==> src/rtl/mult_seq_ctrl.sv <==
// -----------------------------------------------------------------------------
// mult_seq_ctrl
// -----------------------------------------------------------------------------
// Sequencer for the shift-add multiplier datapath. It sits between the ALU op
// decoder and the datapath.
//
// On an accepted start it latches both operands and issues a one-cycle dp_load
// to initialise the datapath. It then walks the datapath through one add/shift
// step per operand bit, and raises done for one cycle once the product is stable.
//
// SPLIT_ADD_SHIFT selects how each bit is processed:
//   1 : ADD cycle (conditional add), then SHIFT cycle (shift and count).
//   0 : one ITER cycle does conditional add, shift and count together.
//
// Ports
//   clk           in   1      clock, rising edge
//   rst           in   1      asynchronous, active-high reset
//   start         in   1      multiply request, honoured only in IDLE
//   abort         in   1      cancels an operation in LOAD/ADD/SHIFT/ITER
//   multiplicand  in   WIDTH  operand A, sampled with start
//   multiplier    in   WIDTH  operand B, sampled with start
//   dp_lsb        in   1      datapath product[0]
//   dp_less32     in   1      datapath bit counter is still below 32
//   op_a_q        out  WIDTH  latched multiplicand
//   op_b_q        out  WIDTH  latched multiplier
//   dp_load       out  1      datapath initialise pulse (registered)
//   dp_add        out  1      add-multiplicand strobe (combinational)
//   dp_shr        out  1      shift-right strobe (combinational)
//   dp_incr       out  1      counter-increment strobe (combinational)
//   busy          out  1      high from accept through the DONE cycle (registered)
//   done          out  1      one-cycle result-valid pulse (registered)
// -----------------------------------------------------------------------------
module mult_seq_ctrl #(
    parameter int WIDTH           = 32,
    parameter bit SPLIT_ADD_SHIFT = 1'b1
) (
    input  logic             clk,
    input  logic             rst,
    input  logic             start,
    input  logic             abort,
    input  logic [WIDTH-1:0] multiplicand,
    input  logic [WIDTH-1:0] multiplier,
    input  logic             dp_lsb,
    input  logic             dp_less32,
    output logic [WIDTH-1:0] op_a_q,
    output logic [WIDTH-1:0] op_b_q,
    output logic             dp_load,
    output logic             dp_add,
    output logic             dp_shr,
    output logic             dp_incr,
    output logic             busy,
    output logic             done
);

    typedef enum logic [2:0] {
        S_IDLE  = 3'd0,
        S_LOAD  = 3'd1,
        S_ADD   = 3'd2,
        S_SHIFT = 3'd3,
        S_ITER  = 3'd4,
        S_DONE  = 3'd5
    } state_t;

    state_t           r_state;
    state_t           w_next_state;
    logic             w_accept;
    logic             w_add;
    logic             w_shr;
    logic             w_incr;
    logic [WIDTH-1:0] r_op_a;
    logic [WIDTH-1:0] r_op_b;
    logic             r_dp_load;
    logic             r_busy;
    logic             r_done;

    // A start is only honoured while idle; start requests during an operation are dropped.
    assign w_accept = (r_state == S_IDLE) && start;

    // State register.
    always_ff @(posedge clk or posedge rst) begin
        if (rst) begin
            r_state <= S_IDLE;
        end else begin
            r_state <= w_next_state;
        end
    end

    // Next-state logic. Abort takes priority over the terminal-count check in working states.
    always_comb begin
        w_next_state = r_state;
        case (r_state)
            S_IDLE: begin
                if (start) begin
                    w_next_state = S_LOAD;
                end else begin
                    w_next_state = S_IDLE;
                end
            end
            S_LOAD: begin
                if (abort) begin
                    w_next_state = S_IDLE;
                end else if (SPLIT_ADD_SHIFT) begin
                    w_next_state = S_ADD;
                end else begin
                    w_next_state = S_ITER;
                end
            end
            S_ADD: begin
                if (abort) begin
                    w_next_state = S_IDLE;
                end else if (dp_less32) begin
                    w_next_state = S_SHIFT;
                end else begin
                    w_next_state = S_DONE;
                end
            end
            S_SHIFT: begin
                if (abort) begin
                    w_next_state = S_IDLE;
                end else begin
                    w_next_state = S_ADD;
                end
            end
            S_ITER: begin
                if (abort) begin
                    w_next_state = S_IDLE;
                end else if (dp_less32) begin
                    w_next_state = S_ITER;
                end else begin
                    w_next_state = S_DONE;
                end
            end
            S_DONE: begin
                w_next_state = S_IDLE;
            end
            default: begin
                // Unused encodings recover to IDLE.
                w_next_state = S_IDLE;
            end
        endcase
    end

    // Datapath strobes. No strobes are issued in the terminal check cycle,
    // so the product stays frozen from that cycle through DONE.
    always_comb begin
        w_add  = 1'b0;
        w_shr  = 1'b0;
        w_incr = 1'b0;
        case (r_state)
            S_ADD: begin
                if (dp_less32) begin
                    w_add = dp_lsb;
                end else begin
                    w_add = 1'b0;
                end
            end
            S_SHIFT: begin
                w_shr  = 1'b1;
                w_incr = 1'b1;
            end
            S_ITER: begin
                if (dp_less32) begin
                    w_add  = dp_lsb;
                    w_shr  = 1'b1;
                    w_incr = 1'b1;
                end else begin
                    w_add  = 1'b0;
                    w_shr  = 1'b0;
                    w_incr = 1'b0;
                end
            end
            default: begin
                w_add  = 1'b0;
                w_shr  = 1'b0;
                w_incr = 1'b0;
            end
        endcase
    end

    // Operand latches. They load only on an accepted start and otherwise hold.
    always_ff @(posedge clk or posedge rst) begin
        if (rst) begin
            r_op_a <= {WIDTH{1'b0}};
            r_op_b <= {WIDTH{1'b0}};
        end else if (w_accept) begin
            r_op_a <= multiplicand;
            r_op_b <= multiplier;
        end else begin
            r_op_a <= r_op_a;
            r_op_b <= r_op_b;
        end
    end

    // Registered status outputs, decoded from the next state so they line up
    // with the state they describe and never glitch.
    always_ff @(posedge clk or posedge rst) begin
        if (rst) begin
            r_dp_load <= 1'b0;
            r_busy    <= 1'b0;
            r_done    <= 1'b0;
        end else begin
            r_dp_load <= (w_next_state == S_LOAD);
            r_busy    <= (w_next_state != S_IDLE);
            r_done    <= (w_next_state == S_DONE);
        end
    end

    assign op_a_q  = r_op_a;
    assign op_b_q  = r_op_b;
    assign dp_load = r_dp_load;
    assign dp_add  = w_add;
    assign dp_shr  = w_shr;
    assign dp_incr = w_incr;
    assign busy    = r_busy;
    assign done    = r_done;

endmodule

==> config.mk <==
export PLATFORM = sky130hd
export DESIGN_NAME = mult_seq_ctrl
export DESIGN_NICKNAME = d
export VERILOG_FILES = /design/src/rtl/mult_seq_ctrl.sv
export SDC_FILE = /design/constraint.sdc
export NUM_CORES = 1
export LEC_CHECK = 0
export CAP_MARGIN = 20
export CORE_MARGIN = 2
export CORE_UTILIZATION = 35
export CTS_CLUSTER_DIAMETER = 150
export DETAILED_ROUTE_END_ITERATION = 16
export PLACE_DENSITY = 0.71
export SKIP_CTS_REPAIR_TIMING = 1
export SLEW_MARGIN = 20
export SYNTH_ARGS = -nofsm -noshare
export SYNTH_HDL_FRONTEND = slang
export SYNTH_SLANG_ARGS = --single-unit
==> constraint.sdc <==
create_clock -name clk -period 5.6 [get_ports clk]
set_input_delay 0.56 -clock clk [delete_from_list [all_inputs] [get_ports clk]]
set_output_delay 0.56 -clock clk [all_outputs]
set_load 0.005 [all_outputs]
==> reports/qor.yml, run 1 <==
die:
  start_util: 0.356
  rows: 33
  die-area_um2: 9020
  die_y_um: 95.0
  core_um2: 8130
  fp.dieW_um: 95.0
  pin_count: 140
placement:
  numPortBuffers: 139
  numPlacedInstances: 403
  preCtsSetupSlack_ns: 2.96
  finalWeightedCongestion: 0.731
  hpwl_um: 4020
sta:
  hold_ws_ns: 0.494
  fmax_ghz: 0.393
  min_period_over_period: 0.454
  max_slew_margin: 0.321
  setup_violations: 0
  maxSlewViolCount: 0
  rsz0062_at_grt: "no"
  fin_setup_tns_ns: 0
  finalHoldViolCount: 0
  period_needed_ns: 2.54
  skew_ns: 0.00667
  worst_slack_ns: 3.06
  tightest_slew_ns: 1.02
critical_path:
  path_buf_inv: 2
  crit_arrival_ns: 1.98
  max_stage_delay_ns: 0.57
  slowest_stage: "clkdlybuf4s50_1"
  worstPathMaxFanout: 6
  criticalPathCategory: "input pin to primary output"
  cp_cell_sequence: "clkdlybuf4s50_1 -> nand2_1 -> o21ai_0 -> clkdlybuf4s50_1"
  cp.required_ns: 5.04
  critPathTopFamily: "buffers and inverters"
  cp-start-kind: "input pin"
  worst_path_most_repeated_cell: "clkdlybuf4s50_1"
  endpoint_kind: "primary output"
job:
  maxCapViolations: 0
final_layout:
  final_common_cell: "clkdlybuf4s50_1"
  fin_nets: 379
  utilization: 0.549
  layout.cells.non_filler: 416
  nFillCells: 695
  area_growth_pct: 54.2
  n_antenna_cell: 0
  drive_above_1_share: 0.260
  layout_common_cells: "clkdlybuf4s50_1, dfrtp_1, mux2_4"
yosys:
  syn_avg_cell_area_um2: 17.2
  seq_area_frac_synth: 0.605
  ys_types: 26
  synth_area_um2: 2900
  synthCells: 168
  synth_nets: 238
  synth_seq_cells: 70
  yosys_warnings: 0
clock_network:
  clk_pin_slew_ns: 0.06
  cts_buffers: 9
  clk_latency_ns: 0.33
  tritoncts: "built"
  clock-sinks: 70
  cts-htree-levels: 3
  root_buffer: "clkbuf_8"
  cts_buffer_depth: 2
detailed_routing:
  drt-wirelength-per-cell_um: 14.5
  drc: 0
  vias: 1883
  drt-initial-drc-count: 13
  totalWireLength_um: 6020
  first_pass_iters: 2
  antenna_left: 0
  viasPerCell: 4.53
power:
  p_per_area_nw_per_um2: 507
  ir_drop_v: 0.000218
  leakage_nw: 1.89
global_routing:
  first_global_vias: 1907
  grt_usage: 0.139
  gr-total-overflow: 0
  antenna_found_initial: 0
  grt_max_degree: 71
  grt_pass1_wl_um: 9510
worst_hold_path:
  min_path_type: "flip-flop to flip-flop"
outcome:
  outcome: "complete, no violations"
## state kept, by name, summed over array words and instances (netlist names)
register,cells
op_a_q,32
op_b_q,32
r_state,3
busy,1
done,1
dp_load,1
## Yosys cell counts
cell type  instances  area, um2
o32ai_1            1       8.76
a211oi_1           1       7.51
nor4b_4            1       23.8
and2_1             1       6.26
buf_2              3       15.0
mux2_2            24        270
buf_6              1       11.3
or2_2              2       12.5
or3b_2             1       8.76
mux2_4            36        541
buf_12             4       80.1
nand2b_1           1       6.26
a221o_1            1       10.0
dfrtp_1           70       1750
inv_1              1       3.75
mux2_1             4       45.0
a21oi_1            1       5.00
nor2_1             2       7.51
nand2_1            2       7.51
xnor2_1            1       8.76
o21ai_0            1       5.00
buf_4              3       22.5
nand3b_1           1       7.51
nor3_1             3       15.0
or4b_2             1       10.0
nor4_1             1       6.26
## through the flow
step | total power [mW] | instance area [um2]
floorplan | 1.36 | 2900
global placement | 1.92 | 4310
detailed placement | 1.93 | 4310
CTS | 2.30 | 4470
global route | 2.42 | 4470
finish | 2.26 | 4470
## where the power goes
part	total (mW)	switching, mW	internal (mW)
Combinational	1.02	0.270	0.750
Clock	0.349	0.173	0.176
Sequential	0.894	0.142	0.752
## routing by layer
metal | track usage | vias to the layer above | part of all wire
met2 | 0.201 | 87 | 0.45
met1 | 0.183 | 916 | 0.43
met5 | 0 | - | 0
met3 | 0.0623 | 9 | 0.11
li1 | - | 871 | -
met4 | 0.0543 | 0 | 0.014
## cells by family (layout without fill, tap and decap cells)
| group | count (synthesis) | in the layout | synth area share |
|---|---|---|---|
| AND/OR/NAND/NOR | 16 | 16 | 0.0384 |
| flip-flops | 70 | 70 | 0.605 |
| XOR/XNOR | 1 | 1 | 0.00302 |
| buffers and inverters | 12 | 155 | 0.0458 |
| AO/OA/AOI/OAI | 5 | 5 | 0.0125 |
| multiplexers | 64 | 64 | 0.295 |
## final cells by class
type,instances,area (um2),share of cell area
timing repair buffer,141,1410,0.315
tap,105,131,0.0294
sequential,70,1750,0.392
clock buffer,11,151,0.0339
inverter,1,3.75,0.000840
clock inverter,2,10.0,0.00224
multi-input combinational,86,1010,0.227
## final timing paths
kind                            slack (ns)  depth (start not counted)                endpoint                   from
worst max-delay path                  3.06                          4                  dp_shr              dp_less32
worst min-delay path                  0.49                          1   op_a_q[6]$_DFFE_PP0P_  op_a_q[6]$_DFFE_PP0P_
worst max register to register        3.40                          3   op_b_q[7]$_DFFE_PP0P_   r_state[2]$_DFF_PP0_
worst min register to register        0.49                          1   op_a_q[6]$_DFFE_PP0P_  op_a_q[6]$_DFFE_PP0P_
max in group asynchronous             4.21                          3  op_a_q[31]$_DFFE_PP0P_                    rst
min in group asynchronous             0.82                          3  op_b_q[20]$_DFFE_PP0P_                    rst
No activity file was read; power rests on OpenSTA's default activity.
==> run 2: changes to the inputs <==
Clock period 5.6 ns to 2.45 ns, I/O delays scaled along.
==> reports/qor.yml, run 2 (synthesis results as in run 1) <==
die:
  die-area_um2: 9020  # unchanged
  fp.dieW_um: 95.0  # unchanged
  pin_count: 140  # unchanged
  die_y_um: 95.0  # unchanged
  rows: 33  # unchanged
  core_um2: 8130  # unchanged
  start_util: 0.356  # unchanged
sta:
  hold_ws_ns: 0.306  # -0.188 ns
  skew_ns: 0.00743  # +0.000758 ns
  min_period_over_period: 0.891
  period_needed_ns: 2.18
  fin_setup_tns_ns: 0  # unchanged
  fmax_ghz: 0.458
  max_slew_margin: 0.749  # +0.429
  setup_violations: 0  # unchanged
  worst_slack_ns: 0.267  # -2.79 ns
  maxSlewViolCount: 0  # unchanged
  rsz0062_at_grt: "no"
  tightest_slew_ns: 0.374  # -0.645 ns
  finalHoldViolCount: 0  # unchanged
critical_path:
  criticalPathCategory: "flip-flop to primary output"
  worstPathMaxFanout: 10  # +4
  slowest_stage: "clkdlybuf4s50_1"
  endpoint_kind: "primary output"
  crit_arrival_ns: 1.94  # -0.04 ns
  max_stage_delay_ns: 0.54  # -0.03 ns
  cp.required_ns: 2.20  # -2.84 ns
  cp-start-kind: "flip-flop"
  cp_cell_sequence: "or2_2 -> o21ai_0 -> clkdlybuf4s50_1"
placement:
  numPlacedInstances: 404  # +0.25%
  finalWeightedCongestion: 0.741  # +1.4%
  preCtsSetupSlack_ns: 0.561  # -2.40 ns
  numPortBuffers: 139  # unchanged
  hpwl_um: 4200  # +4.4%
power:
  p_per_area_nw_per_um2: 1190  # +130%
  leakage_nw: 1.93  # +2.1%
  ir_drop_v: 0.000542  # +150%
  power_mw: 5.44  # +140%
clock_network:
  tritoncts: "built"
  cts-htree-levels: 3  # unchanged
  root_buffer: "clkbuf_8"
  cts_buffer_depth: 2  # unchanged
  cts_buffers: 9  # unchanged
  clock-sinks: 70  # unchanged
  clk_latency_ns: 0.34  # about the same
  clk_pin_slew_ns: 0.07  # about the same
detailed_routing:
  vias: 1873  # -0.53%
  drc: 0  # unchanged
  viasPerCell: 4.46  # -1.5%
  drt-initial-drc-count: 48  # +35
  totalWireLength_um: 6110  # +1.5%
  first_pass_iters: 3  # +1
  antenna_left: 0  # unchanged
  drt-wirelength-per-cell_um: 14.6  # +0.56%
global_routing:
  gr-total-overflow: 0  # unchanged
  antenna_found_initial: 0  # unchanged
  grt_usage: 0.141  # +0.00215
  grt_max_degree: 71  # unchanged
  first_global_vias: 1961  # +2.8%
  grt_pass1_wl_um: 9670  # +1.7%
final_layout:
  drive_above_1_share: 0.267  # +0.00622
  layout_common_cells: "clkdlybuf4s50_1, dfrtp_1, mux2_4"
  nFillCells: 696  # +0.14%
  n_antenna_cell: 0  # unchanged
  layout.cells.non_filler: 420  # +0.96%
  fin_nets: 380  # +0.26%
  area_growth_pct: 57.9
  final_common_cell: "clkdlybuf4s50_1"
job:
  maxCapViolations: 0  # unchanged
worst_hold_path:
  min_path_type: "input pin to async pin"
outcome:
  outcome: "complete, no violations"
[run 2: changes by cell type in the layout (fill, tap and decap cells not counted), sizes merged]
cell	before	now
clkinvlp	0	1
inv	1	2
bufinv	0	2
buf	2	3
clkinv	2	1
[run 2: routing by layer]
layer  global-route usage  up-vias  wire length [um]
met5                    0        -                 0
met4               0.0362        0                42
met3               0.0846        4               706
met2                0.206       88              2850
met1                0.179      905              2510
li1                     -      876                 -
[run 2: final cells by class]
cell class              instances  area, um2  area share
clock inverters                 5       81.3      0.0178
repair buffers                142       1450       0.317
well taps                     105        131      0.0287
clock buffers                  11        141      0.0309
multi-input cells              86       1010       0.221
flip-flops and latches         70       1750       0.383
inverters                       1       3.75    0.000821
[run 2: critical path, delay by kind of cell (launching register included)]
kind,cells,cell delay [ns]
simple gates,1,0.35
buf+inv,1,0.54
compound gates,1,0.22
flops,1,0.49
[run 2: worst paths after layout]
check                                            start                endpoint  slack (ns)  depth (start not counted)
worst min register to register  op_b_q[21]$_DFFE_PP0P_  op_b_q[21]$_DFFE_PP0P_        0.49                          1
max in group asynchronous                          rst  op_a_q[13]$_DFFE_PP0P_        1.86                          3
worst min-delay path                               rst  op_b_q[23]$_DFFE_PP0P_        0.31                          3
min in group clk                op_b_q[21]$_DFFE_PP0P_  op_b_q[21]$_DFFE_PP0P_        0.49                          1
worst max-delay path              r_state[0]$_DFF_PP0_                  dp_shr        0.27                          3
worst max register to register    r_state[2]$_DFF_PP0_   op_b_q[5]$_DFFE_PP0P_        0.70                          3
[run 2: power breakdown]
group	internal [mW]	leakage [nW]	switching, mW
combinational	1.73	0.993	0.628
sequential	1.72	0.824	0.322
clock	0.603	0.110	0.432
total	4.06	1.93	1.38
[run 2: metrics by stage]
step	cell area [um2]	utilization
after global placement	4350	0.535
after CTS	4570	0.562
after detailed placement	4350	0.535
final	4570	0.562
after global routing	4570	0.562
after floorplan	2900	-
